## src/rtl/soc_timer_slave.sv

```systemverilog
// soc_timer_slave: AXI4-Lite slave exposing a 64-bit timer with compare match and a level interrupt.
// Defining SOC_TIMER_PRESCALER_EN adds CTRL.presc and the internal prescale counter.

module soc_timer_slave #(
  parameter logic [63:0] BaseAddr     = 64'h1800_0000,
  parameter logic [63:0] RegionLength = 64'h1000
) (
  input  logic        clk_i,
  input  logic        rst_i,
  input  logic        aw_valid_i,
  output logic        aw_ready_o,
  input  logic [63:0] aw_addr_i,
  input  logic        w_valid_i,
  output logic        w_ready_o,
  input  logic [63:0] w_data_i,
  input  logic [7:0]  w_strb_i,
  output logic        b_valid_o,
  input  logic        b_ready_i,
  output logic [1:0]  b_resp_o,
  input  logic        ar_valid_i,
  output logic        ar_ready_o,
  input  logic [63:0] ar_addr_i,
  output logic        r_valid_o,
  input  logic        r_ready_i,
  output logic [63:0] r_data_o,
  output logic [1:0]  r_resp_o,
  output logic        irq_o
);

  localparam logic [1:0]  RespOkay   = 2'b00;
  localparam logic [1:0]  RespSlverr = 2'b10;
  localparam logic [11:0] OffMask    = 12'(RegionLength - 64'd1);
`ifdef SOC_TIMER_PRESCALER_EN
  localparam logic [15:0] CtrlMask   = 16'hFF07;
`else
  localparam logic [15:0] CtrlMask   = 16'h0007;
`endif

  typedef enum logic [0:0] {W_IDLE = 1'b0, W_RESP = 1'b1} w_state_e;
  typedef enum logic [0:0] {R_IDLE = 1'b0, R_RESP = 1'b1} r_state_e;

  // Word index within the region; only offset bits [11:3] select a register.
  function automatic logic [8:0] word_index(input logic [8:0] addr_hi);
    return (addr_hi - BaseAddr[11:3]) & OffMask[11:3];
  endfunction

  function automatic logic [63:0] merge_bytes(input logic [63:0] old_v, input logic [63:0] new_v,
                                              input logic [7:0] strb);
    logic [63:0] res;
    res = old_v;
    for (int i = 0; i < 8; i++) begin
      if (strb[i]) res[8*i +: 8] = new_v[8*i +: 8];
      else         res[8*i +: 8] = old_v[8*i +: 8];
    end
    return res;
  endfunction

  function automatic logic is_reg(input logic [8:0] idx);
    return (idx[8:2] == 7'd0);
  endfunction

  logic unused_addr_bits;
  assign unused_addr_bits = ^{aw_addr_i[63:12], aw_addr_i[2:0], ar_addr_i[63:12], ar_addr_i[2:0]};

  w_state_e    w_state_q, w_state_d;
  logic        aw_held_q, aw_held_d, w_held_q, w_held_d;
  logic [8:0]  aw_idx_q, aw_idx_d;
  logic [63:0] w_data_q, w_data_d;
  logic [7:0]  w_strb_q, w_strb_d;
  logic        aw_ready_q, aw_ready_d, w_ready_q, w_ready_d;
  logic        b_valid_q, b_valid_d;
  logic [1:0]  b_resp_q, b_resp_d;

  r_state_e    r_state_q, r_state_d;
  logic        ar_ready_q, ar_ready_d, r_valid_q, r_valid_d;
  logic [63:0] r_data_q, r_data_d;
  logic [1:0]  r_resp_q, r_resp_d;

  logic [63:0] count_q, count_d, compare_q, compare_d;
  logic [15:0] ctrl_q, ctrl_d;
  logic        pending_q, pending_d, irq_q, irq_d;
`ifdef SOC_TIMER_PRESCALER_EN
  logic [7:0]  pcnt_q, pcnt_d;
`endif

  logic        wr_en_s;
  logic [8:0]  wr_idx_s;
  logic [63:0] wr_data_s;
  logic [7:0]  wr_strb_s;
  logic [8:0]  ar_idx_s;
  logic        tick_s, set_s, clr_s;
  logic [63:0] inc_s, ctrl_wr_s;

  // Write channel FSM: collect AW and W in any order, then hold the response.
  always_comb begin
    w_state_d  = w_state_q;
    aw_held_d  = aw_held_q;
    w_held_d   = w_held_q;
    aw_idx_d   = aw_idx_q;
    w_data_d   = w_data_q;
    w_strb_d   = w_strb_q;
    aw_ready_d = aw_ready_q;
    w_ready_d  = w_ready_q;
    b_valid_d  = b_valid_q;
    b_resp_d   = b_resp_q;
    wr_en_s    = 1'b0;
    wr_idx_s   = aw_idx_q;
    wr_data_s  = w_data_q;
    wr_strb_s  = w_strb_q;
    case (w_state_q)
      W_IDLE: begin
        if (aw_valid_i && aw_ready_q) begin
          aw_held_d = 1'b1;
          aw_idx_d  = word_index(aw_addr_i[11:3]);
        end else begin
          aw_held_d = aw_held_q;
        end
        if (w_valid_i && w_ready_q) begin
          w_held_d = 1'b1;
          w_data_d = w_data_i;
          w_strb_d = w_strb_i;
        end else begin
          w_held_d = w_held_q;
        end
        if (aw_held_d && w_held_d) begin
          wr_en_s    = 1'b1;
          wr_idx_s   = aw_idx_d;
          wr_data_s  = w_data_d;
          wr_strb_s  = w_strb_d;
          aw_held_d  = 1'b0;
          w_held_d   = 1'b0;
          aw_ready_d = 1'b0;
          w_ready_d  = 1'b0;
          b_valid_d  = 1'b1;
          b_resp_d   = is_reg(aw_idx_d) ? RespOkay : RespSlverr;
          w_state_d  = W_RESP;
        end else begin
          aw_ready_d = ~aw_held_d;
          w_ready_d  = ~w_held_d;
        end
      end
      W_RESP: begin
        if (b_ready_i) begin
          b_valid_d  = 1'b0;
          aw_ready_d = 1'b1;
          w_ready_d  = 1'b1;
          w_state_d  = W_IDLE;
        end else begin
          b_valid_d  = 1'b1;
        end
      end
      default: begin
        w_state_d  = W_IDLE;
        aw_held_d  = 1'b0;
        w_held_d   = 1'b0;
        aw_ready_d = 1'b1;
        w_ready_d  = 1'b1;
        b_valid_d  = 1'b0;
      end
    endcase
  end

  // Read channel FSM: data is captured from the current register values at the AR handshake.
  always_comb begin
    r_state_d  = r_state_q;
    ar_ready_d = ar_ready_q;
    r_valid_d  = r_valid_q;
    r_data_d   = r_data_q;
    r_resp_d   = r_resp_q;
    ar_idx_s   = word_index(ar_addr_i[11:3]);
    case (r_state_q)
      R_IDLE: begin
        if (ar_valid_i && ar_ready_q) begin
          ar_ready_d = 1'b0;
          r_valid_d  = 1'b1;
          r_resp_d   = is_reg(ar_idx_s) ? RespOkay : RespSlverr;
          r_state_d  = R_RESP;
          case (ar_idx_s)
            9'd0:    r_data_d = count_q;
            9'd1:    r_data_d = compare_q;
            9'd2:    r_data_d = {48'd0, ctrl_q};
            9'd3:    r_data_d = {63'd0, pending_q};
            default: r_data_d = 64'd0;
          endcase
        end else begin
          ar_ready_d = 1'b1;
        end
      end
      R_RESP: begin
        if (r_ready_i) begin
          r_valid_d  = 1'b0;
          ar_ready_d = 1'b1;
          r_state_d  = R_IDLE;
        end else begin
          r_valid_d  = 1'b1;
        end
      end
      default: begin
        r_state_d  = R_IDLE;
        ar_ready_d = 1'b1;
        r_valid_d  = 1'b0;
      end
    endcase
  end

  // Timer core: counting, compare match and register updates; a bus write to COUNT beats the increment.
  always_comb begin
    count_d   = count_q;
    compare_d = compare_q;
    ctrl_d    = ctrl_q;
    set_s     = 1'b0;
    clr_s     = 1'b0;
    inc_s     = count_q + 64'd1;
    ctrl_wr_s = merge_bytes({48'd0, ctrl_q}, wr_data_s, wr_strb_s);
`ifdef SOC_TIMER_PRESCALER_EN
    tick_s = ctrl_q[0] && (pcnt_q == ctrl_q[15:8]);
    if (ctrl_q[0]) pcnt_d = tick_s ? 8'd0 : pcnt_q + 8'd1;
    else           pcnt_d = pcnt_q;
`else
    tick_s = ctrl_q[0];
`endif
    if (tick_s) begin
      if (inc_s == compare_q) begin
        set_s   = 1'b1;
        count_d = ctrl_q[1] ? 64'd0 : inc_s;
      end else begin
        count_d = inc_s;
      end
    end else begin
      count_d = count_q;
    end
    if (wr_en_s) begin
      case (wr_idx_s)
        9'd0: begin
          count_d = merge_bytes(count_q, wr_data_s, wr_strb_s);
          set_s   = 1'b0;
        end
        9'd1: compare_d = merge_bytes(compare_q, wr_data_s, wr_strb_s);
        9'd2: begin
          ctrl_d = ctrl_wr_s[15:0] & CtrlMask;
`ifdef SOC_TIMER_PRESCALER_EN
          pcnt_d = 8'd0;
`endif
        end
        9'd3:    clr_s = wr_strb_s[0] & wr_data_s[0];
        default: clr_s = 1'b0;
      endcase
    end else begin
      clr_s = 1'b0;
    end
    pending_d = set_s | (pending_q & ~clr_s);
    irq_d     = pending_d & ctrl_d[2];
  end

  // State registers with synchronous active-high reset.
  always_ff @(posedge clk_i) begin
    if (rst_i) begin
      w_state_q  <= W_IDLE;
      aw_held_q  <= 1'b0;
      w_held_q   <= 1'b0;
      aw_idx_q   <= 9'd0;
      w_data_q   <= 64'd0;
      w_strb_q   <= 8'd0;
      aw_ready_q <= 1'b1;
      w_ready_q  <= 1'b1;
      b_valid_q  <= 1'b0;
      b_resp_q   <= 2'b00;
      r_state_q  <= R_IDLE;
      ar_ready_q <= 1'b1;
      r_valid_q  <= 1'b0;
      r_data_q   <= 64'd0;
      r_resp_q   <= 2'b00;
      count_q    <= 64'd0;
      compare_q  <= 64'd0;
      ctrl_q     <= 16'd0;
      pending_q  <= 1'b0;
      irq_q      <= 1'b0;
`ifdef SOC_TIMER_PRESCALER_EN
      pcnt_q     <= 8'd0;
`endif
    end else begin
      w_state_q  <= w_state_d;
      aw_held_q  <= aw_held_d;
      w_held_q   <= w_held_d;
      aw_idx_q   <= aw_idx_d;
      w_data_q   <= w_data_d;
      w_strb_q   <= w_strb_d;
      aw_ready_q <= aw_ready_d;
      w_ready_q  <= w_ready_d;
      b_valid_q  <= b_valid_d;
      b_resp_q   <= b_resp_d;
      r_state_q  <= r_state_d;
      ar_ready_q <= ar_ready_d;
      r_valid_q  <= r_valid_d;
      r_data_q   <= r_data_d;
      r_resp_q   <= r_resp_d;
      count_q    <= count_d;
      compare_q  <= compare_d;
      ctrl_q     <= ctrl_d;
      pending_q  <= pending_d;
      irq_q      <= irq_d;
`ifdef SOC_TIMER_PRESCALER_EN
      pcnt_q     <= pcnt_d;
`endif
    end
  end

  assign aw_ready_o = aw_ready_q;
  assign w_ready_o  = w_ready_q;
  assign b_valid_o  = b_valid_q;
  assign b_resp_o   = b_resp_q;
  assign ar_ready_o = ar_ready_q;
  assign r_valid_o  = r_valid_q;
  assign r_data_o   = r_data_q;
  assign r_resp_o   = r_resp_q;
  assign irq_o      = irq_q;

endmodule
```

## config.mk

```make
export PLATFORM = sky130hd
export DESIGN_NAME = soc_timer_slave
export DESIGN_NICKNAME = d
export VERILOG_FILES = /design/src/rtl/soc_timer_slave.sv
export SDC_FILE = /design/constraint.sdc
export NUM_CORES = 1
export LEC_CHECK = 0
export BUFFER_PORTS_ARGS = -buffer_cell sky130_fd_sc_hd__buf_2
export CAP_MARGIN = 30
export CORE_ASPECT_RATIO = 1.4
export CORE_MARGIN = 2
export CORE_UTILIZATION = 40
export DETAILED_ROUTE_END_ITERATION = 12
export SLEW_MARGIN = 20
export SYNTH_ARGS = -nofsm -noshare
export SYNTH_HDL_FRONTEND = slang
export SYNTH_SLANG_ARGS = --single-unit
```

## constraint.sdc

```tcl
create_clock -name clk_i -period 4 [get_ports clk_i]
set_clock_uncertainty 0.1 [all_clocks]
set_input_delay 0.6 -clock clk_i [delete_from_list [all_inputs] [get_ports clk_i]]
set_output_delay 0.6 -clock clk_i [all_outputs]
set_load 0.005 [all_outputs]
```

Word-level counts from Yosys, hierarchy flattened

Cells that the tools add are included.

Bitwise logic cells: 9
Reduce and logical (&&, ||, !) cells: 19
Equality and inequality tests: 19
Add/subtract/negate cells: 1
Multiplexer cells: 60

Operators by type and width:

| kind                                                                  | count |
|---|---|
| 64-bit two-way mux                                                    | 8 |
| 64-bit one-hot mux with 4 select lines                                | 1 |
| 8-bit two-way mux                                                     | 11 |
| 64-bit by 1-bit adder with 64-bit output, second input constant       | 1 |
| 64-bit equality test                                                  | 1 |
| 9-bit by 2-bit equality test with 1-bit output, second input constant | 4 |
| 9-bit two-way mux                                                     | 4 |
| 3-bit AND reduction                                                   | 9 |
| 1-bit two-way mux                                                     | 24 |
| 3-bit inequality test, second input constant                          | 8 |
| 9-bit by 1-bit equality test with 1-bit output, second input constant | 2 |
| 9-bit zero test                                                       | 2 |
| 7-bit zero test                                                       | 2 |
| 1-bit one-hot mux with 2 select lines                                 | 7 |
| 3-bit two-way mux                                                     | 3 |
| 2-bit inequality test, second input constant                          | 4 |
| 1-bit NOT                                                             | 5 |
| 1-bit logical AND                                                     | 4 |
| 2-bit two-way mux                                                     | 2 |
| 2-bit AND reduction                                                   | 2 |
| 1-bit AND                                                             | 3 |
| 1-bit OR                                                              | 1 |

Register bits after elaboration: 291
Output and inout bits: 74

Logic depth before layout (Yosys ltp)

Gate-level depths: netlist of run 1.

Depth in word-level cells: 13
Depth in mapped cells: 13
Depth with buffers taken out: 11

Worst setup path before layout of run 1

No wires, ideal clock.

Kind: register to register
Start point: reg count_q[0]
End point: reg count_q[52]
Setup time: 128 ps
Setup slack: 281 ps
Period minus slack after synthesis: 3719 ps
Required time: 3772 ps
Path buffers: 2
Data arrival time: 3492 ps
Cell stages (with the launch flop): 14
Path through: dfxtp_1 > ha_1 > nand4_1 > clkbuf_1 > nor4_2 > nand4_1 > xnor2_1 > nand3_1 > or4_1 > nor4_4 > a41oi_4 > buf_6 > a222oi_1 > nor2_1

Longest elaborated chain between the ends: 6
Elaborated cells on any way between the ends: 7
Those cells by class: 1 x add/sub; 1 x eq/ne; 5 x mux

RTL lines:

| item                                                       | line     | text |
|---|---|---|
| from (decl)                                                | 79       | `logic [63:0] count_q, count_d, compare_q, compare_d;` |
| from (signal assigned)                                     | 297      | `count_q <= count_d;` |
| 64-bit by 1-bit adder with 64-bit output (*)               | 213      | `inc_s = count_q + 64'd1;` |
| 64-bit equality test or 64-bit two-way mux (tied branches) | 223, 225 |  |
| 64-bit two-way mux (*)                                     | 223      | `if (inc_s == compare_q) begin` |
| 64-bit two-way mux (*)                                     | 222      | `if (tick_s) begin` |
| 64-bit two-way mux                                         | 233      | `case (wr_idx_s)` |
| 64-bit two-way mux (*)                                     | 232      | `if (wr_en_s) begin` |

Mark *: on every way between the ends. The rest lies on a longest branch, timed or not.
A chain may end at the register's enable or synchronous reset.

Worst setup path after layout of run 1

Start point: reg count_q[30]
End point: reg count_q[62]

The elaborated chain is that of the path after synthesis.

==> results.md, run 1 <==
| Stage | Item | Value |
| --- | --- | --- |
| placement | Routability cong. | 1.01 |
| yosys | Proportion of register bits with asynchronous set or reset after synthesis | 0 |
| power and ir drop | Power density relative to cell area | 323 nW/µm² |
| yosys | Part of the Yosys area used for sequential elements | 0.351 |
| clock tree | Longest Clk Path Bufs | 3 |
| yosys | Leading post-synthesis cells by cell area | sky130_fd_sc_hd__dfxtp_1 35%, sky130_fd_sc_hd__nand2_1 6.2%, sky130_fd_sc_hd__a21oi_1 6.0% |
| timing | Max frequency | 258 MHz |
| timing | Minimum clock period | 3.87 ns |
| global route | First-pass GRT wire length | 95.6 mm |
| clock tree | Cell chosen for the clock root | sky130_fd_sc_hd__clkbuf_16 |
| worst setup path | Reg-to-reg critical path endpoint | count_q[62] |
| detailed routing | Drt pass-1 iters | 6 |
| placement | Post-placement cell count | 2920 |
| outcome | Outcome | finished clean |
| timing | Setup-failing EPs final | 0 |
| yosys | Mean instance size in the synthesized netlist | 7.86 µm² |
| power and ir drop | Leakage Power | 8.17 nW |
| detailed routing | Routed vias | 16700 |
| global route | Maximum number of pins on one net before global-route repair | 131 |
| clock tree | Clock tree from TritonCTS | yes |
| finish | Fraction of final layout cells sized beyond drive strength 1 | 0.291 |
| floorplanning | Overall die height | 244 µm |
| placement | Number of I/O port buffers | 168 |
| finish | Cell Count, Final, Fillers Out | 3002 |
| yosys | Share of Yosys cell area claimed by the top area cell type | 0.351 |
| worst setup path | Largest fanout of any net on the critical path | 6 |
| finish | Layout net count | 2648 |
| floorplanning | Die outline width | 176 µm |
| worst setup path | Beginning of the critical path | count_q[30] |
| yosys | Library cells used by synthesis | 80 |
| yosys | Post-synthesis instance area | 16500 µm² |
| worst setup path | Register-to-Register Setup Slack | 0.13 ns |
| hold path | Worst hold path type | primary input to flop |
| worst setup path | Critical path capture point | count_q[62] |
| finish | Multi-input combinational cell area | 10300 µm² |
| timing | Setup_tns | 0 ns |
| finish | Post-route cell area | 21300 µm² |
| clock tree | Clock latency on the worst-skew pair | 0.60 ns |
| worst setup path | Critical path class | flop to flop |
| global route | Antenna violations before repair | 1 |
| timing | Max-slew violations | 0 |
| yosys | Post-synth top flop | sky130_fd_sc_hd__dfxtp_1 |
| worst setup path | Critical path launch point type | flop |
| global route | Overflow left after global routing | 0 |
| finish | Synth-to-Final Area Change | 29.2% |
| finish | FF/Latch Area | 5820 µm² |
| worst setup path | Capturing element type of the critical path | flop |
| detailed routing | Number of vias per cell | 5.57 |
| floorplanning | Top Ports | 281 |
| clock tree | CTS Sinks | 289 |
| floorplanning | Die area | 42900 µm² |
| floorplanning | Area inside the core boundary | 41000 µm² |
| timing | Max transition margin | 0.360 |
| clock tree | Number of buffers created by CTS | 31 |
| yosys | Leading area contributor after synthesis | sky130_fd_sc_hd__dfxtp_1 |
| floorplanning | Number of core rows | 88 |
| yosys | Number of synthesized register bits | 289 |
| run | Reported max-cap violation count | 0 |
| placement | Placed Area | 19600 µm² |
| power and ir drop | Worst vdd ir | 0.434 mV |
| global route | Number of global-route vias before repair | 16300 |
| floorplanning | Initial standard-cell utilization of the core | 0.402 |
| timing | Ratio of final minimum period to clock period | 0.968 |
| finish | Total of fill cells in the finished design | 4020 |
| clock tree | Number of buffers inserted for hold repair after clock tree synthesis | 0 |
| detailed routing | Wirelength per Cell | 21.2 µm |
| yosys | Warnings, synthesis | 0 |
| yosys | Cell count after synthesis | 2096 |
| worst setup path | Critical R2R Launch | count_q[30] |
| detailed routing | Number of DRC violations after detailed-routing iteration 0 | 1055 |
| placement | Hpwl dp | 48.9 mm |
| detailed routing | Post-Route WL | 63.6 mm |
| global route | Total track usage | 0.287 |
| clock tree | Count of H-tree levels built during CTS | 1 |
| timing | Tightest Pin Transition | 0.934 ns |
| detailed routing | DRC violation count after routing | 0 |
| clock tree | Reg clk slew, reported paths | 0.06 ns |
| worst setup path | R2R depth | 15 |
| timing | Endpoints failing hold | 0 |
| detailed routing | Residual antenna-violating net count after detailed routing | 0 |
| worst setup path | Data required, critical path | 4.36 ns |
| yosys | Number of flops mapped to enable cells by yosys | 0 |
| worst setup path | Arrival time worst endpoint | 4.23 ns |
worst min path at each step:
| stage | from | endpoint | slack [ns] | cells after the start |
|---|---|---|---|---|
| CTS | w_data_i[59] | w_data_q[59] | 0.12 | 3 |
| finish | w_data_i[8] | w_data_q[8] | 0.15 | 3 |
| floorplan | w_data_q[0] | w_data_q[0] | 0.33 | 2 |
| detailed placement | w_data_q[37] | w_data_q[37] | 0.35 | 2 |
| global placement | r_valid_o | r_valid_o | 0.34 | 1 |
| global route | w_data_i[45] | w_data_q[45] | 0.14 | 3 |
registers in the layout (all words and copies together), names as in the netlist, 3 cells and up:
register   flops
ctrl_q         3
count_q       64
compare_q     64
w_strb_q       8
aw_idx_q       9
w_data_q      64
r_data_o      64
through the flow:
step	total power, mW	hold WS (ns)	util	setup WS [ns]
floorplan	3.65	0.334	-	0.281
global placement	4.00	0.335	0.477	-0.361
detailed placement	4.02	0.346	0.478	-0.155
CTS	6.93	0.122	0.504	0.0126
global route	7.15	0.140	0.520	-0.0217
finish	6.88	0.147	0.520	0.129
cell type report:
cell class                 count  share of cell area
inverter                      12             0.00211
clock buffer                  42              0.0421
antenna                        1            0.000117
sequential                   289               0.273
clock inverter                12             0.00564
multi-input combinational   1623               0.486
timing repair buffer         483               0.159
tap                          540              0.0317
critical path: stages (launching register included):
cell and delay [ns]:
sky130_fd_sc_hd__dfxtp_2 0.41, sky130_fd_sc_hd__nand4_1 0.14, sky130_fd_sc_hd__buf_4 0.16, sky130_fd_sc_hd__or4_4 0.56
sky130_fd_sc_hd__nor4_4 0.31, sky130_fd_sc_hd__xnor2_2 0.12, sky130_fd_sc_hd__a221o_1 0.32, sky130_fd_sc_hd__a2111o_1 0.43
sky130_fd_sc_hd__nor4_4 0.22, sky130_fd_sc_hd__buf_4 0.16, sky130_fd_sc_hd__a41oi_4 0.18, sky130_fd_sc_hd__buf_12 0.21
sky130_fd_sc_hd__buf_4 0.14, sky130_fd_sc_hd__buf_4 0.13, sky130_fd_sc_hd__nand3b_1 0.08, sky130_fd_sc_hd__a21oi_1 0.06
cell usage in the layout, fill, tap and decap left out, types with 52 or more instances in the layout:
cell,instances
sky130_fd_sc_hd__dfxtp_1,266
sky130_fd_sc_hd__a21oi_1,195
sky130_fd_sc_hd__nand3_1,91
sky130_fd_sc_hd__mux2i_1,81
sky130_fd_sc_hd__buf_4,292
sky130_fd_sc_hd__buf_2,168
sky130_fd_sc_hd__nand2_1,270
sky130_fd_sc_hd__nor3_1,66
sky130_fd_sc_hd__a22oi_1,65
sky130_fd_sc_hd__mux2_2,72
sky130_fd_sc_hd__nor2_1,237
sky130_fd_sc_hd__xnor2_1,67
sky130_fd_sc_hd__a211oi_1,60
sky130_fd_sc_hd__o21ai_0,52
what timing repair did:
action / in CTS / in global routing
endpoints found under the setup margin: 50 / 61
gates resized for setup: 5 / 113
pin swaps: 2 / 36
setup buffers: 4 / 22
cloned: 0 / 2
where the power goes:
group	switching, mW	internal (mW)
Sequential	0.0582	2.97
Clock	1.26	1.64
Combinational	0.596	0.362
Total	1.91	4.97
synth_stat cells, types with 4 or more instances:
cell type,number
sky130_fd_sc_hd__nor4_1,28
sky130_fd_sc_hd__nand2b_1,17
sky130_fd_sc_hd__nor3_1,71
sky130_fd_sc_hd__inv_1,11
sky130_fd_sc_hd__nand2_1,272
sky130_fd_sc_hd__nor4_2,4
sky130_fd_sc_hd__buf_1,10
sky130_fd_sc_hd__o211ai_1,6
sky130_fd_sc_hd__mux2_2,72
sky130_fd_sc_hd__buf_2,31
sky130_fd_sc_hd__dfxtp_1,289
sky130_fd_sc_hd__a21oi_1,197
sky130_fd_sc_hd__nor2_1,241
sky130_fd_sc_hd__and4_1,11
sky130_fd_sc_hd__or3_1,11
sky130_fd_sc_hd__nand4_1,47
sky130_fd_sc_hd__a211oi_1,61
sky130_fd_sc_hd__nor2b_1,5
sky130_fd_sc_hd__buf_4,7
sky130_fd_sc_hd__o21ai_0,52
sky130_fd_sc_hd__and3_1,19
sky130_fd_sc_hd__a222oi_1,5
sky130_fd_sc_hd__and2_1,18
sky130_fd_sc_hd__nand3b_1,13
sky130_fd_sc_hd__o31ai_1,8
sky130_fd_sc_hd__a22oi_1,66
sky130_fd_sc_hd__o41ai_1,4
sky130_fd_sc_hd__or4_1,10
sky130_fd_sc_hd__o32ai_1,5
sky130_fd_sc_hd__xnor2_1,73
sky130_fd_sc_hd__nand3_1,92
sky130_fd_sc_hd__o22ai_1,14
sky130_fd_sc_hd__xor2_1,45
sky130_fd_sc_hd__o31a_1,4
sky130_fd_sc_hd__or2_2,5
sky130_fd_sc_hd__nor3b_1,4
sky130_fd_sc_hd__mux2i_1,82
sky130_fd_sc_hd__clkbuf_1,123
cells by family after synthesis:
logic type / share of synthesized area
flops: 0.351
mux: 0.100
simple gates: 0.261
xor+xnor: 0.0668
other cells: 0.000228
buf+inv: 0.0470
fa+ha+maj: 0.000759
compound gates: 0.173
per-layer routing:
metal | part of all wire | track usage | vias up
met3 | 0.037 | 0.0244 | 119
met2 | 0.53 | 0.539 | 444
met1 | 0.40 | 0.337 | 7981
met4 | 0.040 | 0.103 | 0
met5 | 0 | 0 | -
li1 | - | - | 8191
(Power assumes the default switching activity.)
==> run 2: changes to the inputs <==
CTS_BUF_LIST = sky130_fd_sc_hd__clkbuf_8   (was not set)
==> run 2 against run 1 <==
Against the previous run: clock-buffer cell count rose by 16; total power is 2.7% lower; highest routed layer unchanged; worst hold slack improved by 0.0021 ns; largest cell class unchanged; die area unchanged; largest power group unchanged.
==> results.md, run 2 (same netlist as run 1, synthesis figures left out) <==
| Stage | Item | Value | Change |
| --- | --- | --- | --- |
| outcome | Outcome | finished clean |  |
| clock tree | Clock tree from TritonCTS | yes |  |
| worst setup path | Arrival time worst endpoint | 4.24 ns | about the same |
| finish | Synth-to-Final Area Change | 29.0% |  |
| detailed routing | Wirelength per Cell | 20.9 µm | -1.5% |
| clock tree | Longest Clk Path Bufs | 3 | unchanged |
| power and ir drop | Worst vdd ir | 0.249 mV | -43% |
| detailed routing | Number of DRC violations after detailed-routing iteration 0 | 990 | -6.2% |
| power and ir drop | Leakage Power | 8.24 nW | +0.87% |
| worst setup path | Critical path class | flop to flop |  |
| timing | Ratio of final minimum period to clock period | 0.969 | +0.00119 |
| clock tree | Clock latency on the worst-skew pair | 0.60 ns | about the same |
| worst setup path | R2R depth | 17 | +2 |
| placement | Hpwl dp | 48.9 mm | unchanged |
| global route | Maximum number of pins on one net before global-route repair | 131 | unchanged |
| clock tree | Number of buffers inserted for hold repair after clock tree synthesis | 0 | unchanged |
| timing | Max frequency | 258 MHz | -0.12% |
| global route | Number of global-route vias before repair | 16400 | +0.83% |
| timing | Max-slew violations | 0 | unchanged |
| floorplanning | Overall die height | 244 µm | unchanged |
| worst setup path | Data required, critical path | 4.36 ns | about the same |
| global route | Overflow left after global routing | 0 | unchanged |
| hold path | Worst hold path type | primary input to flop |  |
| hold path | Worst Hold Path Cells | 3 | unchanged |
| floorplanning | Initial standard-cell utilization of the core | 0.402 | unchanged |
| clock tree | Number of buffers created by CTS | 47 | +52% |
| placement | Pre-CTS WS | -0.155 ns | unchanged |
| floorplanning | Area inside the core boundary | 41000 µm² | unchanged |
| power and ir drop | Total power | 6.70 mW | -2.7% |
| timing | Tightest Pin Transition | 0.945 ns | +0.0112 ns |
| worst setup path | Register-to-Register Setup Slack | 0.12 ns | about the same |
| detailed routing | Routed vias | 16800 | +0.30% |
| power and ir drop | Power density relative to cell area | 315 nW/µm² | -2.6% |
| floorplanning | Die outline width | 176 µm | unchanged |
| timing | Minimum clock period | 3.88 ns | +0.00476 ns |
| finish | Most common cell after layout, fill and taps aside | sky130_fd_sc_hd__buf_4 |  |
| worst setup path | Largest fanout of any net on the critical path | 6 | unchanged |
| worst setup path | Capturing element type of the critical path | flop |  |
| global route | Antenna violations before repair | 2 | +1 |
| placement | Post-placement cell count | 2920 | unchanged |
| timing | Endpoints failing hold | 0 | unchanged |
| floorplanning | Top Ports | 281 | unchanged |
| finish | Fraction of final layout cells sized beyond drive strength 1 | 0.297 | +0.00580 |
| timing | Setup-failing EPs final | 0 | unchanged |
| placement | Number of I/O port buffers | 168 | unchanged |
| clock tree | Cell chosen for the clock root | sky130_fd_sc_hd__clkbuf_8 |  |
| clock tree | CTS Sinks | 289 | unchanged |
| placement | Routability cong. | 1.01 | unchanged |
| clock tree | Reg clk slew, reported paths | 0.06 ns | about the same |
| detailed routing | Number of vias per cell | 5.54 | -0.59% |
| timing | Max transition margin | 0.352 | -0.00767 |
| worst setup path | Critical path launch point type | flop |  |
| floorplanning | Die area | 42900 µm² | unchanged |
| detailed routing | Drt pass-1 iters | 5 | -1 |
| timing | Worst setup slack after layout | 0.124 ns | -0.00476 ns |
| global route | Total track usage | 0.288 | +0.00116 |
| finish | Post-layout util | 0.519 | -0.000825 |
| floorplanning | Number of core rows | 88 | unchanged |
| finish | Cell Count, Final, Fillers Out | 3029 | +0.90% |
| finish | Top library cells by usage in the layout, fill and taps aside | 295 x sky130_fd_sc_hd__buf_4, 271 x sky130_fd_sc_hd__nand2_1, 260 x sky130_fd_sc_hd__dfxtp_1 |  |
| detailed routing | Residual antenna-violating net count after detailed routing | 0 | unchanged |
| clock tree | Count of H-tree levels built during CTS | 2 | +1 |
| run | Reported max-cap violation count | 0 | unchanged |
| finish | Layout net count | 2665 | +0.64% |
| finish | Total of fill cells in the finished design | 3992 | -0.70% |
| global route | First-pass GRT wire length | 95.8 mm | +0.24% |
| detailed routing | Post-Route WL | 63.2 mm | -0.58% |
| detailed routing | DRC violation count after routing | 0 | unchanged |
[run 2: through the flow]
| step | hold slack, ns | cell area [µm²] | TNS (ns) |
|---|---|---|---|
| after global placement | 0.335 | 19600 | -16.85 |
| after floorplan | 0.334 | 16500 | 0 |
| final | 0.149 | 21300 | 0 |
| after CTS | 0.121 | 20600 | 0 |
| after global routing | 0.132 | 21300 | -0.0115 |
| after detailed placement | 0.346 | 19600 | -1.86 |
[run 2: what timing repair did]
item | CTS | global route
pin swaps | 2 | 36
endpoints found under the setup margin | 53 | 61
gates resized for setup | 5 | 121
buffers inserted | 4 | 25
cloned | 0 | 1
[run 2: critical path, cell delays in order (launching register included)]
cell and delay, ns:
sky130_fd_sc_hd__dfxtp_2 0.35, sky130_fd_sc_hd__buf_6 0.10, sky130_fd_sc_hd__and4_4 0.22, sky130_fd_sc_hd__nand4_1 0.18, sky130_fd_sc_hd__buf_4 0.23, sky130_fd_sc_hd__buf_4 0.15
sky130_fd_sc_hd__nor3_4 0.24, sky130_fd_sc_hd__xnor2_2 0.16, sky130_fd_sc_hd__a221o_1 0.37, sky130_fd_sc_hd__a2111o_1 0.43, sky130_fd_sc_hd__nor4_4 0.22, sky130_fd_sc_hd__buf_4 0.16
sky130_fd_sc_hd__a41oi_4 0.18, sky130_fd_sc_hd__buf_12 0.21, sky130_fd_sc_hd__buf_4 0.14, sky130_fd_sc_hd__buf_4 0.14, sky130_fd_sc_hd__nand3b_1 0.08, sky130_fd_sc_hd__a21oi_1 0.06
[run 2: power breakdown]
group / total, mW / internal [mW] / leakage (nW) / switching (mW)
registers: 3.03 / 2.97 / 2.36 / 0.0584
clock network: 2.72 / 1.49 / 0.544 / 1.22
logic: 0.947 / 0.357 / 5.34 / 0.590
total: 6.70 / 4.82 / 8.24 / 1.87
[run 2: layout make-up]
| class | count | area, µm² | share of cell area |
|---|---|---|---|
| Clock inverter | 21 | 171 | 0.00806 |
| Antenna cell | 2 | 5.00 | 0.000235 |
| Timing Repair Buffer | 484 | 3380 | 0.159 |
| Tap cell | 540 | 676 | 0.0318 |
| Sequential cell | 289 | 5830 | 0.274 |
| Inverter | 12 | 45.0 | 0.00212 |
| Multi-Input combinational cell | 1623 | 10400 | 0.487 |
| Clock buffer | 58 | 798 | 0.0375 |
[run 2: routing by layer]
metal / GRT usage / wire length [µm] / vias to the layer above
li1: - / - / 8235
met5: 0 / 0 / -
met3: 0.0297 / 2390 / 121
met1: 0.336 / 25200 / 8004
met2: 0.539 / 33000 / 426
met4: 0.107 / 2590 / 0
[run 2: path summary, 6_finish.rpt]
kind                 from           end
min          w_data_i[13]  w_data_q[13]
max           count_q[13]   count_q[62]
max reg2reg   count_q[13]   count_q[62]
min reg2reg   w_data_q[3]   w_data_q[3]
==> run 3: changes to the inputs <==
clock period = 3.4 ns   (was 4 ns; I/O delays follow)
==> run 3 against run 2 <==
Against the previous run: the run now ends with negative setup slack left; total power grew 22%; wire length grew 2.9%; critical path depth is 1 lower; sequential share of layout area down 1.2 points; final cell count rose by 2.4%; largest power group unchanged; non-clock buffer count is 68 higher; clock-buffer cell count up 3; combinational power rose by 26%; global-route usage is 0.80 points higher; largest cell class unchanged; critical path type unchanged; flip-flop and latch count did not move.
==> results.md, run 3 (same netlist as run 1, synthesis figures left out) <==
| Stage | Item | Value | Change |
| --- | --- | --- | --- |
| outcome | Outcome | complete, but fails checks |  |
| outcome | Violated checks | negative setup slack |  |
| global route | Maximum number of pins on one net before global-route repair | 109 | -17% |
| placement | Routability cong. | 0.988 | -1.8% |
| detailed routing | Number of DRC violations after detailed-routing iteration 0 | 1277 | +29% |
| power and ir drop | Share of power burned in the clock network | 0.419 | +0.013 |
| timing | Setup-failing EPs final | 66 | +66 |
| floorplanning | Die area | 42900 µm² | unchanged |
| clock tree | Clock latency on the worst-skew pair | 0.61 ns | about the same |
| power and ir drop | Combinational power share | 0.145 | +0.004 |
| detailed routing | DRC violation count after routing | 0 | unchanged |
| worst setup path | Crit path largest cell delay | 0.43 ns | about the same |
| worst setup path | Data required, critical path | 3.79 ns | -0.57 ns |
| floorplanning | Number of core rows | 88 | unchanged |
| finish | Most common cell after layout, fill and taps aside | sky130_fd_sc_hd__buf_4 |  |
| timing | Max frequency | 263 MHz | +2.0% |
| floorplanning | Top Ports | 281 | unchanged |
| worst setup path | Capturing element type of the critical path | flop |  |
| worst setup path | Chain of cells forming the critical path | buf_4 > and4_1 > nand4_1 > buf_4 > or4_4 > buf_4 > and2_1 > mux2_2 > a2111oi_4 > buf_4 > o211a_1 > buf_4 > nand4_4 > buf_6 > buf_12 > o31a_1 |  |
| clock tree | Cell chosen for the clock root | sky130_fd_sc_hd__clkbuf_8 |  |
| timing | Setup repair after global routing missed its margin | yes |  |
| timing | Max transition margin | 0.423 | +0.0711 |
| clock tree | Clock tree from TritonCTS | yes |  |
| clock tree | Number of buffers created by CTS | 47 | unchanged |
| clock tree | Count of H-tree levels built during CTS | 2 | unchanged |
| detailed routing | Wirelength per Cell | 21.0 µm | +0.46% |
| finish | Synth-to-Final Area Change | 35.0% |  |
| worst setup path | Largest fanout of any net on the critical path | 8 | +2 |
| global route | Total track usage | 0.296 | +0.00800 |
| clock tree | Number of buffers inserted for hold repair after clock tree synthesis | 0 | unchanged |
| power and ir drop | Switching part of the total | 0.280 | +0.000336 |
| detailed routing | Number of vias per cell | 5.56 | +0.29% |
| timing | Ratio of final minimum period to clock period | 1.12 | +0.148 |
| hold path | Worst hold path type | primary input to flop |  |
| timing | Minimum clock period | 3.80 ns | -0.0773 ns |
| clock tree | CTS Sinks | 289 | unchanged |
| power and ir drop | Worst vdd ir | 0.352 mV | +41% |
| floorplanning | Die outline width | 176 µm | unchanged |
| floorplanning | Area inside the core boundary | 41000 µm² | unchanged |
| detailed routing | Post-Route WL | 65.0 mm | +2.9% |
| finish | Top library cells by usage in the layout, fill and taps aside | 356 x sky130_fd_sc_hd__buf_4, 270 x sky130_fd_sc_hd__nand2_1, 260 x sky130_fd_sc_hd__dfxtp_1 |  |
| placement | Placed Area | 20100 µm² | +2.9% |
| global route | Overflow left after global routing | 0 | unchanged |
| finish | Post-route cell area | 22200 µm² | +4.6% |
| worst setup path | Most common cell type on the critical path | sky130_fd_sc_hd__buf_4 |  |
| power and ir drop | Power density relative to cell area | 368 nW/µm² | +17% |
| worst setup path | Cell at the slowest stage of the critical path | sky130_fd_sc_hd__or4_4 |  |
| worst setup path | Arrival time worst endpoint | 4.19 ns | -0.05 ns |
| run | Reported max-cap violation count | 0 | unchanged |
| floorplanning | Initial standard-cell utilization of the core | 0.402 | unchanged |
| power and ir drop | Sw power | 2.29 mW | +22% |
| detailed routing | Routed vias | 17200 | +2.7% |
| power and ir drop | Register share of total power | 0.436 | -0.017 |
| placement | Number of I/O port buffers | 168 | unchanged |
| finish | Fraction of final layout cells sized beyond drive strength 1 | 0.341 | +0.0436 |
| detailed routing | Residual antenna-violating net count after detailed routing | 0 | unchanged |
| worst setup path | Critical path class | flop to flop |  |
| global route | Number of global-route vias before repair | 16900 | +3.0% |
| worst setup path | Critical path launch point type | flop |  |
| placement | Hpwl dp | 50.2 mm | +2.7% |
| timing | Worst setup slack after layout | -0.399 ns | -0.523 ns |
| timing | Tightest Pin Transition | 0.862 ns | -0.0829 ns |
| power and ir drop | Design internal power | 5.89 mW | +22% |
| floorplanning | Overall die height | 244 µm | unchanged |
| power and ir drop | Leakage Power | 8.64 nW | +4.9% |
| timing | Max-slew violations | 0 | unchanged |
| clock tree | Longest Clk Path Bufs | 3 | unchanged |
| finish | Layout net count | 2733 | +2.6% |
| global route | Antenna violations before repair | 1 | -1 |
| detailed routing | Drt pass-1 iters | 6 | +1 |
| power and ir drop | Total power | 8.18 mW | +22% |
| worst setup path | Buffers plus inverters on the worst setup path | 7 | unchanged |
| clock tree | Reg clk slew, reported paths | 0.07 ns | about the same |
| worst setup path | Cell family with the largest share of critical-path delay | simple AND/OR/NAND/NOR gates |  |
| timing | Endpoints failing hold | 0 | unchanged |
| global route | First-pass GRT wire length | 98.6 mm | +2.9% |
[run 3: cell count changes in the layout (fill, tap and decap cells not counted), sizes merged]
cell      change
buf          +68
bufinv        +1
clkbuf        +3
clkinv        +6
clkinvlp      +2
diode         -1
inv           -5
[run 3: worst register-to-register path: stages, from the launching register on]
cell and delay (ns):
sky130_fd_sc_hd__dfxtp_1 0.33, sky130_fd_sc_hd__buf_4 0.13, sky130_fd_sc_hd__and4_1 0.22, sky130_fd_sc_hd__nand4_1 0.16, sky130_fd_sc_hd__buf_4 0.18, sky130_fd_sc_hd__or4_4 0.43
sky130_fd_sc_hd__buf_4 0.18, sky130_fd_sc_hd__and2_1 0.20, sky130_fd_sc_hd__mux2_2 0.31, sky130_fd_sc_hd__a2111oi_4 0.24, sky130_fd_sc_hd__buf_4 0.17, sky130_fd_sc_hd__o211a_1 0.18
sky130_fd_sc_hd__buf_4 0.15, sky130_fd_sc_hd__nand4_4 0.17, sky130_fd_sc_hd__buf_6 0.17, sky130_fd_sc_hd__buf_12 0.14, sky130_fd_sc_hd__o31a_1 0.24
[run 3: stage by stage]
stage | instances | util | TNS, ns | hold slack, ns | setup WS [ns]
after floorplan | 2097 | - | -0.00501 | 0.334 | -0.00501
after global placement | 2986 | 0.491 | -28.15 | 0.331 | -0.535
after detailed placement | 2987 | 0.492 | -30.95 | 0.346 | -0.614
after CTS | 3085 | 0.530 | -16.79 | 0.0285 | -0.354
after global routing | 3103 | 0.543 | -26.05 | 0.0407 | -0.485
final | 3103 | 0.543 | -19.52 | 0.0517 | -0.399
[run 3: path summary, 6_finish.rpt]
path,startpoint,to,slack [ns],depth (start not counted)
worst max-delay path,count_q[11],count_q[29],-0.40,16
worst min-delay path,w_data_i[47],w_data_q[47],0.05,3
worst max register to register,count_q[11],count_q[29],-0.40,16
worst min register to register,w_data_q[0],w_data_q[0],0.35,2
[run 3: layer usage]
layer / GRT usage / up-vias / share of wire / wire length (µm)
li1: - / 8375 / - / -
met1: 0.345 / 8245 / 0.40 / 26100
met2: 0.537 / 490 / 0.51 / 33200
met3: 0.0353 / 136 / 0.040 / 2600
met4: 0.136 / 0 / 0.049 / 3180
met5: 0 / - / 0 / 0
[run 3: repair_timing]
item                                    4_1_cts  5_1_grt
hold endpoints to repair                      0        0
pin swaps                                    34       42
setup buffers                                11       13
gates cloned                                  2        1
endpoints found under the setup margin       66       66
gates resized for setup                      98       84
[run 3: area by class of cell]
type,count,area (µm²)
diodes,1,2.50
inverters,12,45.0
clock inverters,25,228
fillers,3955,18700
repair buffers,552,3960
multi-input cells,1623,10700
flip-flops and latches,289,5830
clock buffers,61,840
well taps,540,676
[run 3: power groups by stage]
stage / clock network [mW] / registers, mW / logic, mW
finish: 3.43 / 3.56 / 1.19
global route: 3.65 / 3.57 / 1.29
CTS: 3.50 / 3.56 / 1.16
detailed placement: 0 / 3.64 / 1.13
global placement: 0 / 3.63 / 1.11
floorplan: 0 / 3.62 / 0.677
